==> src/rtl/audio_gain_filter_pkg.sv <==
// Shared types and helpers for the audio gain/filter stage: FSM states, default gain
// fraction bits and the saturation helper used on the output path.
package audio_gain_filter_pkg;

   typedef enum logic [1:0] {IDLE_S, FILTER_S, MULT_S} filter_state_e;

   localparam int GAIN_FRAC_BITS = 2;

   // Clamp v to the signed range of a w-bit word.
   function automatic logic signed [31:0] sat(input logic signed [31:0] v, input int w);
      logic signed [31:0] hi;
      logic signed [31:0] lo;
      hi = (32'sd1 <<< (w - 1)) - 32'sd1;
      lo = -(32'sd1 <<< (w - 1));
      if (v > hi) return hi;
      if (v < lo) return lo;
      return v;
   endfunction

endpackage

==> src/rtl/audio_gain_filter_if.sv <==
// Sample stream between the I2S ADC side and the DAC side: strobe-qualified in/out words.
// No backpressure: the source strobes, the stage strobes its result back.
interface audio_gain_filter_if #(parameter int DataWidth = 12);
   logic signed [DataWidth-1:0] inData;
   logic                        inValid;
   logic signed [DataWidth-1:0] outData;
   logic                        outValid;

   modport master (output inData, inValid, input outData, outValid);
   modport slave  (input inData, inValid, output outData, outValid);
endinterface

==> src/rtl/audio_gain_filter_serial_multiplier.sv <==
// Signed x unsigned shift-add multiplier, one gain bit per cycle LSB first; done_o is high
// in the last step with product_o already including that step. No backpressure.
module audio_gain_filter_serial_multiplier #(
   parameter int AW = 12,
   parameter int BW = 4
) (
   input  logic                   clk,
   input  logic                   reset,
   input  logic                   start_i,
   input  logic signed [AW-1:0]   a_i,
   input  logic [BW-1:0]          b_i,
   output logic                   done_o,
   output logic signed [AW+BW:0]  product_o
);
   localparam int PW = AW + BW + 1;
   localparam int CW = (BW > 1) ? $clog2(BW) : 1;

   logic signed [AW-1:0] a_q;
   logic [BW-1:0]        b_q;
   logic signed [PW-1:0] acc_q, acc_d, a_ext, addend;
   logic [CW-1:0]        cnt_q;
   logic                 running_q;

   always_comb begin
      a_ext  = {{(PW-AW){a_q[AW-1]}}, a_q};
      addend = b_q[cnt_q] ? (a_ext <<< cnt_q) : '0;
      acc_d  = acc_q + addend;
   end

   assign done_o    = running_q && (cnt_q == CW'(BW - 1));
   assign product_o = acc_d;

   always_ff @(posedge clk) begin
      if (reset) begin
         a_q       <= '0;
         b_q       <= '0;
         acc_q     <= '0;
         cnt_q     <= '0;
         running_q <= 1'b0;
      end else if (start_i) begin
         a_q       <= a_i;
         b_q       <= b_i;
         acc_q     <= '0;
         cnt_q     <= '0;
         running_q <= 1'b1;
      end else if (running_q) begin
         acc_q <= acc_d;
         cnt_q <= cnt_q + 1'b1;
         if (done_o) running_q <= 1'b0;
      end
   end
endmodule

==> src/rtl/audio_gain_filter.sv <==
// One-pole IIR low-pass + serial gain + saturation; result strobed GainWidth+2 cycles after accept.
// Inputs arriving while busy are dropped and flagged in overrun; AUDIO_FILTER_CLIP_COUNT_EN adds clipCount.
module audio_gain_filter
   import audio_gain_filter_pkg::*;
#(
   parameter int DataWidth    = 12,
   parameter int GainWidth    = 4,
   parameter int GainFracBits = GAIN_FRAC_BITS,
   parameter int ShiftWidth   = 3
) (
   input  logic                  clk,
   input  logic                  reset,
   input  logic [ShiftWidth-1:0] alphaShift,
   input  logic [GainWidth-1:0]  gain,
   input  logic                  bypass,
   input  logic                  clearStatus,
   audio_gain_filter_if.slave    io,
   output logic                  busy,
   output logic                  overrun
`ifdef AUDIO_FILTER_CLIP_COUNT_EN
   ,
   output logic [7:0]            clipCount
`endif
);
   localparam int AccW = DataWidth + GainWidth + 1;

   filter_state_e               state_q, state_d;
   logic signed [DataWidth-1:0] x_q, y_q, y_d, out_q, out_d;
   logic [ShiftWidth-1:0]       alpha_q;
   logic [GainWidth-1:0]        gain_q;
   logic                        bypass_q, outvld_q, overrun_q, overrun_d;
   logic                        accept, mult_start, mult_done;
   logic signed [DataWidth:0]   diff, step, ysum;
   logic signed [AccW-1:0]      product;
   logic signed [31:0]          acc_ext, r_ext;

   assign accept = (state_q == IDLE_S) && io.inValid;

   always_ff @(posedge clk) begin
      if (reset) state_q <= IDLE_S;
      else       state_q <= state_d;
   end

   always_comb begin
      state_d = state_q;
      case (state_q)
         IDLE_S:   if (io.inValid) state_d = FILTER_S;
         FILTER_S: state_d = MULT_S;
         MULT_S:   if (mult_done) state_d = IDLE_S;
         default:  state_d = IDLE_S;
      endcase
   end

   always_comb begin
      busy       = (state_q != IDLE_S);
      mult_start = (state_q == FILTER_S);
   end

   // Widened difference keeps the arithmetic shift exact; the sum cannot leave the sample range.
   always_comb begin
      diff = $signed({x_q[DataWidth-1], x_q}) - $signed({y_q[DataWidth-1], y_q});
      step = diff >>> alpha_q;
      ysum = $signed({y_q[DataWidth-1], y_q}) + step;
      y_d  = ysum[DataWidth-1:0];
   end

   audio_gain_filter_serial_multiplier #(.AW(DataWidth), .BW(GainWidth)) u_mult (
      .clk       (clk),
      .reset     (reset),
      .start_i   (mult_start),
      .a_i       (y_d),
      .b_i       (gain_q),
      .done_o    (mult_done),
      .product_o (product)
   );

   always_comb begin
      acc_ext   = {{(32-AccW){product[AccW-1]}}, product};
      r_ext     = acc_ext >>> GainFracBits;
      out_d     = bypass_q ? x_q : DataWidth'(sat(r_ext, DataWidth));
      overrun_d = overrun_q;
      if (clearStatus)           overrun_d = 1'b0;
      if (io.inValid && busy)    overrun_d = 1'b1;
   end

   always_ff @(posedge clk) begin
      if (reset) begin
         x_q       <= '0;
         y_q       <= '0;
         alpha_q   <= '0;
         gain_q    <= '0;
         bypass_q  <= 1'b0;
         out_q     <= '0;
         outvld_q  <= 1'b0;
         overrun_q <= 1'b0;
      end else begin
         outvld_q  <= mult_done;
         overrun_q <= overrun_d;
         if (accept) begin
            x_q      <= io.inData;
            alpha_q  <= alphaShift;
            gain_q   <= gain;
            bypass_q <= bypass;
         end
         if (state_q == FILTER_S) y_q <= y_d;
         if (mult_done) out_q <= out_d;
      end
   end

   assign io.outData  = out_q;
   assign io.outValid = outvld_q;
   assign overrun     = overrun_q;

`ifdef AUDIO_FILTER_CLIP_COUNT_EN
   logic       clipped;
   logic [7:0] clip_q, clip_base, clip_d;

   always_comb begin
      clipped   = (sat(r_ext, DataWidth) != r_ext);
      clip_base = clearStatus ? 8'd0 : clip_q;
      clip_d    = clip_base;
      if (mult_done && !bypass_q && clipped && (clip_base != 8'hFF))
         clip_d = clip_base + 8'd1;
   end

   always_ff @(posedge clk) begin
      if (reset) clip_q <= '0;
      else       clip_q <= clip_d;
   end

   assign clipCount = clip_q;
`endif
endmodule

==> src/flat_wrapper.sv <==
// flat-port wrapper written by rule: the top's interface ports become plain ports
module audio_gain_filter_flat import audio_gain_filter_pkg::*;
#(
   parameter int DataWidth    = 12,
   parameter int GainWidth    = 4,
   parameter int GainFracBits = GAIN_FRAC_BITS,
   parameter int ShiftWidth   = 3
)
  (clk, reset, alphaShift, gain, bypass, clearStatus, busy, overrun, io_inData, io_inValid, io_outData, io_outValid);
  audio_gain_filter_if #(.DataWidth(DataWidth)) io_i ();
  input  logic clk;
  input  logic reset;
  input  logic [ShiftWidth-1:0] alphaShift;
  input  logic [GainWidth-1:0] gain;
  input  logic bypass;
  input  logic clearStatus;
  output logic busy;
  output logic overrun;
  input wire logic [$bits(io_i.inData)-1:0] io_inData;
  input wire logic [$bits(io_i.inValid)-1:0] io_inValid;
  output wire logic [$bits(io_i.outData)-1:0] io_outData;
  output wire logic [$bits(io_i.outValid)-1:0] io_outValid;
  assign io_i.inData = io_inData;
  assign io_i.inValid = io_inValid;
  assign io_outData = io_i.outData;
  assign io_outValid = io_i.outValid;
  audio_gain_filter #(.DataWidth(DataWidth), .GainWidth(GainWidth), .GainFracBits(GainFracBits), .ShiftWidth(ShiftWidth)) u_core (.clk(clk), .reset(reset), .alphaShift(alphaShift), .gain(gain), .bypass(bypass), .clearStatus(clearStatus), .io(io_i), .busy(busy), .overrun(overrun));
endmodule
==> config.mk <==
export PLATFORM = sky130hd
export DESIGN_NAME = audio_gain_filter_flat
export DESIGN_NICKNAME = d
export VERILOG_FILES = /design/src/rtl/audio_gain_filter_pkg.sv /design/src/rtl/audio_gain_filter_if.sv /design/src/rtl/audio_gain_filter_serial_multiplier.sv /design/src/rtl/audio_gain_filter.sv /design/src/flat_wrapper.sv
export SDC_FILE = /design/constraint.sdc
export NUM_CORES = 1
export LEC_CHECK = 0
export ABC_AREA = 1
export BUFFER_PORTS_ARGS = -buffer_cell sky130_fd_sc_hd__buf_2
export CORE_AREA = 5 5 119 144
export CTS_BUF_LIST = sky130_fd_sc_hd__clkbuf_8
export DETAILED_ROUTE_END_ITERATION = 6
export DIE_AREA = 0 0 124 149
export PLACE_DENSITY = 0.62
export SETUP_SLACK_MARGIN = 0.15
export SKIP_CTS_REPAIR_TIMING = 1
export SYNTH_ARGS = -nofsm -noshare
export SYNTH_HDL_FRONTEND = slang
export SYNTH_HIERARCHICAL = 1
export SYNTH_SLANG_ARGS = --single-unit
==> constraint.sdc <==
create_clock -name clk -period 5.8 [get_ports clk]
set_clock_uncertainty 0.1 [all_clocks]
set_input_delay 0.58 -clock clk [delete_from_list [all_inputs] [get_ports clk]]
set_output_delay 0.58 -clock clk [all_outputs]
set_load 0.005 [all_outputs]
======== Word-level counts from Yosys, hierarchy flattened ========
Index checks and enable logic that the tools add are counted.
Widths: inputs -> output; s select.
operators by class
  shifts and indexed selects .............. 2
  $lt $le $gt $ge ......................... 3
  equality and inequality tests ........... 5
  add/subtract/negate cells ............... 4
  mux-type cells .......................... 19
  reductions and logical operators ........ 8
operator list
  kind                  count
  $mux 12               5
  $add 17x17->17        1
  $mux 17               1
  $sshl 17x2->17        1
  $gt 15x12->1 const B  1
  $lt 15x12->1 const B  1
  $sshr 13x3->12        1
  $sub 12x12->13        1
  $add 12x12->12        1
  $mux 1                9
  $pmux 2 s3            1
  $eq 2x2->1 const B    2
  $mux 2                2
  $reduce_bool 2->1     2
  $logic_and 1x1->1     3
  $lt 2x3->1 const B    1
  $add 2x1->2 const B   1
  $bmux 1 s2            1
  $eq 2x1->1 const B    1
  $logic_not 2->1       1
  $ne 2x1->1 const B    1
  $ne 2x2->1 const B    1
  $reduce_and 2->1      1
  $reduce_or 2->1       1
storage, ports and cells
  input bits .............................. 24
  word-level logic and storage cells ...... 54
  bits in registers ....................... 72

======== Longest topological paths before layout ========
  word-level depth ........................ 10
  depth in mapped cells ................... 29

======== By module ========
Netlist, hierarchy kept.
modules (own cells, without submodules)
  module                               cells an instance  times used  seq. area each (um^2)  area an instance (um^2)
  audio_gain_filter                    494                1           960.9                  3316.9
  audio_gain_filter_serial_multiplier  455                1           720.7                  2761.4

======== Worst setup path before layout ========
Ideal clock, no wire load.
  kind .................................... flip-flop to flip-flop
  start ................................... register u_core.x_q[0]
  end ..................................... register u_core.y_q[8]
  slack ................................... 2.298 ns
  arrival time ............................ 3.286 ns
  clock period less this slack ............ 3.502 ns
  buffers on the path ..................... 0
  stages on the path, launching flop included .. 24
  setup time .............................. 0.115 ns
  cells stage by stage .................... dfxtp_1 -> inv_1 -> ha_1 -> fa_1 -> o21ai_4 -> inv_1 -> o21bai_2 -> a21oi_2 -> xor2_1 -> nand2_1 -> o21ai_2 -> nand2_1 -> nand2_1 -> a21oi_1 -> ha_1 -> a21oi_1 -> o21ai_0 -> a21oi_1 -> nor2_1 -> o21ai_0 -> nand2_1 -> xor2_1 -> o21ai_0 -> inv_1
on the way
  word-level cells in the longest chain between the ends .. 3
RTL lines
  item                      RTL line                  RTL
  start: declaration        audio_gain_filter.sv:28   logic signed [DataWidth-1:0] x_q, y_q, y_d, out_q, out_d;
  start signal: assignment  audio_gain_filter.sv:100  x_q <= io.inData;
  $sub 12x12->13            audio_gain_filter.sv:61   diff = $signed({x_q[DataWidth-1], x_q}) - $signed({y_q[DataWidth-1], y_q});
  $sshr 13x3->12            audio_gain_filter.sv:62   step = diff >>> alpha_q;
  $add 12x12->12            audio_gain_filter.sv:63   ysum = $signed({y_q[DataWidth-1], y_q}) + step;
  named net u_core.ysum[8]  audio_gain_filter.sv:33   logic signed [DataWidth:0] diff, step, ysum;
  end signal: assignment    audio_gain_filter.sv:105  if (state_q == FILTER_S) y_q <= y_d;
  end: declaration          audio_gain_filter.sv:28
The timed path passes the listed nets, and every way through them passes these cells.
A chain may end at the register's enable or synchronous reset.

======== Final worst setup path ========
  start ................................... register u_core.u_mult.cnt_q[0]
  end ..................................... register u_core.out_q[7] (netlist: u_core/io.outData[7])
on the way
  word-level cells in the longest chain between the ends .. 10
  elaborated cells between the ends (all ways) .. 16
RTL lines
  item                          RTL line                                   RTL
  start: declaration            audio_gain_filter_serial_multiplier.sv:21  logic [CW-1:0] cnt_q;
  start signal: assignment      audio_gain_filter_serial_multiplier.sv:48  cnt_q <= cnt_q + 1'b1;
  $bmux 1 s2                    audio_gain_filter_serial_multiplier.sv:26  addend = b_q[cnt_q] ? (a_ext <<< cnt_q) : '0;
  $mux 1 (not written as such)  audio_gain_filter_serial_multiplier.sv:26
  $mux 17 *                     audio_gain_filter_serial_multiplier.sv:26
  $add 17x17->17 *              audio_gain_filter_serial_multiplier.sv:27  acc_d = acc_q + addend;
  named net u_core.product[15]  audio_gain_filter.sv:34                    logic signed [AccW-1:0] product;
  $lt 15x12->1                  audio_gain_filter_pkg.sv:16                if (v < lo) return lo;
  $mux 1 (2 in a row)           audio_gain_filter_pkg.sv:16
  $mux 12                       audio_gain_filter_pkg.sv:17                return v;
  $mux 12 *                     audio_gain_filter_pkg.sv:16
  $mux 12 *                     audio_gain_filter.sv:80                    out_d = bypass_q ? x_q : DataWidth'(sat(r_ext, DataWidth));
  end signal: assignment        audio_gain_filter.sv:106                   if (mult_done) out_q <= out_d;
  end: declaration              audio_gain_filter.sv:28
The timed path passes the listed nets; every way through them passes the cells marked *. The select of a mux whose other input is x is not followed.

==> metrics.md <==
| Metric | Value |
|---|---|
| Via density | 4.86 |
| Synthesized area | 6080 sq um |
| Arrival @ worst endpoint | 4.48 ns |
| Synth cell types | 44 |
| Final Non-Filler Cells | 1180 |
| Starting Density | 39.3% |
| Placer Congestion | 0.878 |
| Syn. warnings | 6 |
| Register area share after synthesis | 27.7% |
| Clock-pin slew on the worst setup and hold paths | 0.09 ns |
| Core ar. | 15500 sq um |
| Min Tclk post-route | 4.28 ns |
| Die Width | 124 um |
| Post-synth top flop | dfxtp_1 |
| Syn Nets | 1016 |
| Die Y-Extent | 149 um |
| Number of fill cells | 1685 |
| Count leader, synth | nand2_1 |
| Cell area after layout | 6570 sq um |
| First-pass GRT wire length | 26100 um |
| Achievable frequency | 0.234 GHz |
| Min-delay src | io_inData[5] |
| P per Cell Area | 275 nW/um^2 |
| # DRC | 0 |
| Top-area cell type share of the netlist area | 27.7% |
| Final HPWL DP | 12400 um |
| MaxCap Viol Count | 0 |
| Area of the multi-input gates | 3680 sq um |
| Clk_lat worst skew | 0.37 ns |
| Worst setup startpoint | u_core/u_mult/cnt_q[0] |
| DRT iter0 DRCs | 334 |
| CTS root buf | clkbuf_8 |
| Final Slew Violations | 0 |
| Period utilisation layout | 73.7% |
| Reg2reg start | u_core/u_mult/cnt_q[0] |
| Layout area overhead | 8.05% |
| PnR worst setup slack | 1.52 ns |
| Max IR drop VDD | 0.000156 V |
| Mapped Cells | 949 |
| Inst Count DP | 1164 |
| Antenna violations before repair | 0 |
| DP Area | 6400 sq um |
| CTS tree | yes |
| Reg area | 1680 sq um |
| GRT Total Usage | 17.9% |
| Relative slew slack | 24.3% |
| Share of layout cells above drive strength 1 | 9.36% |
| CP Launch Type | register |
| Worst slack at placement | 1.59 ns |
| Avg Cell Area, Syn | 6.40 sq um |
| Flop and latch count out of synthesis | 84 |
| Antenna cells | 0 |
| TritonRoute pass-1 iters | 5 |
| Leak pwr | 0.00343 uW |
| Vias in the first global route | 5401 |
| Top cells by area, synth | dfxtp_1 (28%), nand2_1 (14%), inv_1 (8.8%) |
| Setup Viol. Count Final | 0 |
| CP Capture Type | register |
| Area leader, netlist | dfxtp_1 |
| Status | finished, final reports clean |
| Post-detailed-routing wire length | 15700 um |
| Port Buffers | 38 |
| EDFF count, synth | 0 |
| Min-delay worst type | primary input to register |
| Nets@finish | 1034 |
| Gr ovfl total | 0 |
| Hold WS | 0.361 ns |
| Die ar. | 18500 sq um |
| I/O pins | 39 |
| Wire per inst | 13.3 um |
| Worst slew pin tran | 1.13 ns |
| H-tree Lvls | 3 |
| Maximum buffer depth of the clock tree | 2 |
| Sink Count | 84 |
| Setup TNS | 0 ns |
| Final hold vios | 0 |
| Top cells by count, synth | nand2_1 (226), inv_1 (142), nor2_1 (103) |
| ANT nets after route | 0 |
| Largest net degree at the start of global routing | 35 |
| Required time worst endpoint | 6.00 ns |
| Asr flop ratio synth | 0% |
| Vias | 5735 |
| Critical path type | register to register |
| RSZ-0062 raised after global routing | false |
| Rows | 50 |
| TritonCTS Buffers | 9 |
| Crit path max fanout | 18 |
-- flip-flops by register name (all words and copies together), names as in the netlist, 2 cells and up --
| name | flops |
|---|---|
| u_core/io.outData | 12 |
| u_core/u_mult/b_q | 4 |
| u_core/x_q | 12 |
| u_core/u_mult/cnt_q | 2 |
| u_core/y_q | 12 |
| u_core/u_mult/acc_q | 17 |
| u_core/state_q | 2 |
| u_core/alpha_q | 3 |
| u_core/u_mult/a_q | 12 |
| u_core/gain_q | 4 |
-- layout by cell type (no fill, tap or decap), types with 2 or more instances in the layout --
master,count
a211oi_1,7
o21bai_1,3
nor2_2,2
nor2_1,103
o21ai_0,85
ha_1,40
dfxtp_1,84
fa_1,3
nand2_2,9
buf_4,2
clkinv_2,2
o21ai_2,4
nor3_1,2
clkbuf_8,10
nand4_1,4
nand2_1,226
inv_1,144
clkinvlp_4,2
clkinv_1,2
a21oi_1,75
and2_1,2
a21oi_2,2
inv_2,5
xor2_1,18
mux2i_1,12
o211ai_1,5
a31oi_1,3
nor3_2,2
nand3_1,37
o21ai_1,11
xnor2_1,7
nand3_2,9
nand3b_1,2
buf_2,38
-- routing by layer --
metal / vias to the layer above / share of wire, % / global-route usage [%]
li1: 3069 / - / -
met1: 2569 / 45 / 22.0
met2: 72 / 49 / 30.6
met3: 25 / 2.9 / 3.57
met4: 0 / 2.8 / 6.52
met5: - / 0 / 0
-- final timing paths --
path | cells past startpoint | slack [ns] | to
max | 16 | 1.52 | u_core/io.outData[7]
min reg2reg | 2 | 0.38 | u_core/u_mult/acc_q[0]
max reg2reg | 16 | 1.52 | u_core/io.outData[7]
min | 3 | 0.36 | u_core/x_q[5]
-- through the flow --
stage          util, %  total power (uW)
2_1_floorplan        -              1270
3_3_place_gp      41.4              1440
3_5_place_dp      41.4              1440
4_1_cts           42.5              1830
5_1_grt           42.5              1970
6_report          42.5              1810
-- layout make-up --
| type | instances | share of cell area [%] |
|---|---|---|
| Timing Repair Buffer | 40 | 3.12 |
| Clock buffer | 10 | 2.10 |
| Tap cell | 208 | 3.96 |
| Multi-Input combinational cell | 682 | 56.1 |
| Sequential cell | 84 | 25.6 |
| Clock inverter | 6 | 0.495 |
| Inverter | 150 | 8.61 |
-- worst max-delay path, stage by stage, from the launching register on --
cell and delay [ns]:
dfxtp_1 0.86, mux2i_1 0.30, nor2_1 0.06, o21ai_0 0.18, inv_1 0.06, ha_1 0.36
a21oi_1 0.32, nand2_1 0.14, a21oi_1 0.18, nand3_1 0.11, nand2_1 0.08, inv_1 0.05
o31ai_1 0.93, nand2_1 0.13, nand2_1 0.12, o21ai_0 0.09, a21oi_1 0.13
-- cells by family after synthesis --
kind of cell    Yosys count  share of synthesized area, %
compound gates          202                          18.2
xor+xnor                 25                          3.60
fa+ha+maj                43                          9.22
buf+inv                 183                          11.7
flops                    84                          27.7
mux                      12                          1.98
simple gates            400                          27.6
-- power by group --
part	total (uW)	internal (uW)	switching, uW
logic	755	272	483
registers	670	623	47.8
clock network	384	163	221
Note: power is estimated with default switching activity, not from simulation.
